<file path="config.mk">
export PLATFORM = sky130hd
export DESIGN_NAME = uart_tx_buf
export DESIGN_NICKNAME = d
export VERILOG_FILES = /design/src/rtl/uart_tx_buf.sv
export SDC_FILE = /design/constraint.sdc
export NUM_CORES = 1
export LEC_CHECK = 0
export BUFFER_PORTS_ARGS = -buffer_cell sky130_fd_sc_hd__buf_2
export CAP_MARGIN = 20
export CORE_MARGIN = 2
export CORE_UTILIZATION = 43
export DETAILED_ROUTE_END_ITERATION = 16
export PLACE_DENSITY = 0.58
export SLEW_MARGIN = 10
export SYNTH_ARGS = -nofsm -noshare
export SYNTH_HDL_FRONTEND = slang
export SYNTH_SLANG_ARGS = --single-unit
export TNS_END_PERCENT = 50
</file>
<file path="constraint.sdc">
create_clock -name sys_clk -period 4.1 [get_ports sys_clk]
set_input_delay 0.205 -clock sys_clk [delete_from_list [all_inputs] [get_ports sys_clk]]
set_output_delay 0.205 -clock sys_clk [all_outputs]
set_load 0.01 [all_outputs]
</file>
<file path="src/rtl/uart_tx_buf.sv">
// Buffered 8N1 UART transmitter: bytes strobed in by tx_flag are queued in a
// small FIFO and sent back-to-back on the tx line at CLK_FREQ/BAUD_RATE cycles per bit.
module uart_tx_buf #(
    parameter int CLK_FREQ   = 10_000_000,
    parameter int BAUD_RATE  = 9600,
    parameter int FIFO_DEPTH = 16
) (
    input  logic                          sys_clk,
    input  logic                          sys_rst,
    input  logic                          tx_flag,
    input  logic [7:0]                    tx_data,
    output logic                          tx,
    output logic                          busy,
    output logic                          tx_done,
    output logic [$clog2(FIFO_DEPTH):0]   fifo_cnt,
    output logic                          ovf
);

    localparam int PW         = $clog2(FIFO_DEPTH);
    localparam int CW         = PW + 1;
    localparam int BIT_CYCLES = CLK_FREQ / BAUD_RATE;
    localparam int BW         = (BIT_CYCLES > 1) ? $clog2(BIT_CYCLES) : 1;

    typedef enum logic [1:0] {IDLE, START, DATA, STOP} state_t;

    logic [7:0]    mem_q [FIFO_DEPTH];
    logic [PW-1:0] wr_ptr_q;
    logic [PW-1:0] rd_ptr_q;
    logic [CW-1:0] cnt_q;
    logic [CW-1:0] cnt_d;
    logic          ovf_q;

    state_t        state_q;
    logic [BW-1:0] baud_q;
    logic [2:0]    bit_q;
    logic [7:0]    shift_q;
    logic          tx_q;
    logic          busy_q;
    logic          done_q;

    logic          bit_end;
    logic          stop_end;
    logic          pop;
    logic          full;
    logic          wr_en;
    logic          busy_d;

    assign bit_end  = (baud_q == BW'(BIT_CYCLES - 1));
    assign stop_end = (state_q == STOP) && bit_end;
    assign pop      = (cnt_q != '0) && ((state_q == IDLE) || stop_end);
    assign full     = (cnt_q == CW'(FIFO_DEPTH));
    // A pop on the same edge frees a slot, so a write into a full FIFO still lands.
    assign wr_en    = tx_flag && (!full || pop);

    always_comb begin
        cnt_d = cnt_q;
        if (wr_en && !pop) begin
            cnt_d = cnt_q + CW'(1);
        end else if (!wr_en && pop) begin
            cnt_d = cnt_q - CW'(1);
        end
    end

    // Mirrors the next-state FSM activity so busy flips on the same edge as state/count.
    assign busy_d = pop || !((state_q == IDLE) || stop_end) || (cnt_d != '0);

    always_ff @(posedge sys_clk) begin
        if (wr_en) begin
            mem_q[wr_ptr_q] <= tx_data;
        end
    end

    always_ff @(posedge sys_clk) begin
        if (sys_rst) begin
            wr_ptr_q <= '0;
            rd_ptr_q <= '0;
            cnt_q    <= '0;
            ovf_q    <= 1'b0;
        end else begin
            cnt_q <= cnt_d;
            if (wr_en) begin
                wr_ptr_q <= wr_ptr_q + PW'(1);
            end
            if (pop) begin
                rd_ptr_q <= rd_ptr_q + PW'(1);
            end
            if (tx_flag && !wr_en) begin
                ovf_q <= 1'b1;
            end
        end
    end

    always_ff @(posedge sys_clk) begin
        if (sys_rst) begin
            state_q <= IDLE;
            baud_q  <= '0;
            bit_q   <= '0;
            shift_q <= '0;
            tx_q    <= 1'b1;
            busy_q  <= 1'b0;
            done_q  <= 1'b0;
        end else begin
            // Line output follows the current state one edge later, keeping tx glitch-free.
            case (state_q)
                START:   tx_q <= 1'b0;
                DATA:    tx_q <= shift_q[bit_q];
                default: tx_q <= 1'b1;
            endcase
            done_q <= stop_end;
            busy_q <= busy_d;

            case (state_q)
                IDLE: begin
                    if (pop) begin
                        shift_q <= mem_q[rd_ptr_q];
                        baud_q  <= '0;
                        bit_q   <= '0;
                        state_q <= START;
                    end
                end
                START: begin
                    if (bit_end) begin
                        baud_q  <= '0;
                        bit_q   <= '0;
                        state_q <= DATA;
                    end else begin
                        baud_q <= baud_q + BW'(1);
                    end
                end
                DATA: begin
                    if (bit_end) begin
                        baud_q <= '0;
                        bit_q  <= bit_q + 3'd1;
                        if (bit_q == 3'd7) begin
                            state_q <= STOP;
                        end
                    end else begin
                        baud_q <= baud_q + BW'(1);
                    end
                end
                STOP: begin
                    if (bit_end) begin
                        baud_q <= '0;
                        if (pop) begin
                            shift_q <= mem_q[rd_ptr_q];
                            bit_q   <= '0;
                            state_q <= START;
                        end else begin
                            state_q <= IDLE;
                        end
                    end else begin
                        baud_q <= baud_q + BW'(1);
                    end
                end
                default: state_q <= IDLE;
            endcase
        end
    end

    assign tx       = tx_q;
    assign busy     = busy_q;
    assign tx_done  = done_q;
    assign fifo_cnt = cnt_q;
    assign ovf      = ovf_q;

endmodule

</file>
==> out/results.ini <==
[synth]
async_reset_ff_frac=0
synth_nets=486
synth_enable_flop_cells=128
synth-seq-cells=173
yosysSeqAreaShare=0.650
synth.avg_cell_area_um2=15.9
yosys_warnings=0
ys_types=63
netlist_area_um2=7290
synth_flop_cell=edfxtp_1
synth_cells=458

[die]
die-area_um2=18000
die_w_um=134
fp-row-count=47
die_h_um=134
core-area_um2=16600
start_util=0.440
ios=20

[setup_path]
critPathSlowestCell=nor3_1
endpoint_kind=flip-flop
critPathMaxStageDelay_ps=580
crit_fanout=6
cp_cell_sequence=inv_1 -> ha_1 -> nor3b_2 -> nand3b_1 -> o21a_2 -> nand2_1 -> nor3_1 -> buf_2
path_class=flip-flop to flip-flop
critical-path-top-delay-family=simple AND/OR/NAND/NOR gates
cp.arrival_ps=2900
required_ps=4240
path_buf_inv=2
startpoint_type=flip-flop

[route]
vias=3987
drt-pass1-iter-count=4
drtIter0Drc=367
wire_per_inst_um=20.2
drc=0
via_per_inst=5.59
totalWireLength_um=14400
drtAntennaViolNets=0

[layout]
area_growth_pct=12.0
drive_gt1_frac=0.241
fillers=1406
diodes=0
utilization=0.493
final_area_um2=8170
final_common_cell=edfxtp_1
finalNetCount=508
final_cell_mix=edfxtp_1 (128), nor2_1 (44), dfxtp_1 (44)

[global_route]
grt-ovfl-total=0
antenna_found_initial=0
grt_pass1_vias=3985
grt_pass1_wl_um=22500
grt_max_degree=40
grtUsageTotal=0.170

[sta]
hold_violations=0
relSlewSlack=0.326
final.setup_skew_ps=7.18
timing.final.crit_share=0.672
rsz0062_at_grt=no
final_max_slew_viol_count=0
tns_ps=0
fin_crit_ps=2760
tightest_slew_ps=1010
setup_viol=0
max_freq_mhz=363

[cts]
ctsHoldBuffers=0
cts_root_buf=clkbuf_16
cts_tree=built
htree_levels=4
cts-buffers-inserted=17
post_cts_buffers=0
clk_latency_ps=430
clk_path_buf_depth=2
cts_resized=0
cts_sinks=173
cts.clk_slew.worst_paths_ps=70

[place]
port_buffers=19
dp_hpwl_um=9510
dpl_cell_area_um2=7580
routabilityCongestion=0.793

[power]
total_power_mw=5.02
p_per_area_nw_per_um2=615
vdd_drop_max_mv=0.319
p_leak_nw=2.65

[outcome]
outcome=finished clean

[run]
cap_violations=0

[worst_hold_path]
hp-class=primary input to flip-flop

-- through the flow --
step	setup WS, ps	hold WS [ps]	cells
floorplan	1670	304	458
global placement	1280	442	679
detailed placement	1260	447	680
CTS	1220	148	712
global route	1090	166	713
finish	1340	170	713
-- cells by family after synthesis --
group	synth area share
AO/OA/AOI/OAI	0.0626
XOR/XNOR	0.00840
adder cells (fa/ha/maj)	0.0292
buffers and inverters	0.0264
flip-flops	0.650
multiplexers	0.140
AND/OR/NAND/NOR	0.0827
-- Yosys cell counts (all sizes together) (3+ instances only) --
master	n	share of area
edfxtp	128	0.53
dfxtp	45	0.12
nor2	45	0.023
mux4	42	0.13
buf	17	0.015
ha	17	0.029
nand2	17	0.0087
a21oi	13	0.0094
nor3	9	0.0069
clkinv	8	0.0041
inv	8	0.0041
o21ai	8	0.0055
o2bb2ai	8	0.0096
clkbuf	7	0.0036
nand3	7	0.0048
a311oi	6	0.0072
nand2b	6	0.0051
xnor2	5	0.0060
a211oi	4	0.0041
and3	4	0.0036
mux2i	4	0.0055
a31oi	3	0.0026
a32oi	3	0.0036
mux2	3	0.0051
nand3b	3	0.0031
nor3b	3	0.0038
or3	3	0.0033
-- metal layers --
| metal | up-vias | GRT usage | part of all wire |
|---|---|---|---|
| li1 | 1836 | - | - |
| met2 | 117 | 0.270 | 0.49 |
| met4 | 0 | 0.0626 | 0.017 |
| met5 | - | 0 | 0 |
| met3 | 17 | 0.0378 | 0.046 |
| met1 | 2017 | 0.231 | 0.44 |
-- flip-flops by register name, summed over array words and instances, names as in the netlist, named ones only --
| register | flops |
|---|---|
| baud_q | 11 |
| shift_q | 8 |
| busy | 1 |
| tx | 1 |
| state_q | 2 |
| mem_q | 128 |
| bit_q | 3 |
| rd_ptr_q | 4 |
| ovf | 1 |
| fifo_cnt | 5 |
| tx_done | 1 |
| wr_ptr_q | 4 |
-- power breakdown --
part	leakage (nW)	switching, mW	internal (mW)
logic	0.841	0.691	0.573
clock network	0.281	0.726	0.862
registers	1.52	0.163	2.01
-- worst reg2reg max path, delay by kind of cell, from the launching register on --
kind / cells / cell delay, ps
simple gates: 4 / 1130
compound gates: 1 / 270
flops: 1 / 410
fa+ha+maj: 1 / 240
buf+inv: 2 / 420
-- worst paths after layout --
| check | endpoint | slack (ps) | cells after the start | from |
|---|---|---|---|---|
| worst max-delay path | mem_q[1][0] | 1340 | 8 | fifo_cnt[0] |
| worst min-delay path | mem_q[11][5] | 170 | 1 | tx_data[5] |
| worst max register to register | mem_q[1][0] | 1340 | 8 | fifo_cnt[0] |
| worst min register to register | shift_q[3] | 460 | 1 | shift_q[3] |
-- layout make-up --
class | instances | area (µm²) | share of cell area
sequential | 173 | 4750 | 0.581
multi-input combinational | 245 | 2360 | 0.289
clock buffer | 17 | 425 | 0.0521
tap | 220 | 275 | 0.0337
clock inverter | 15 | 155 | 0.0190
timing repair buffer | 27 | 150 | 0.0184
inverter | 16 | 60.1 | 0.00735
Note: power is estimated with default switching activity, not from simulation.
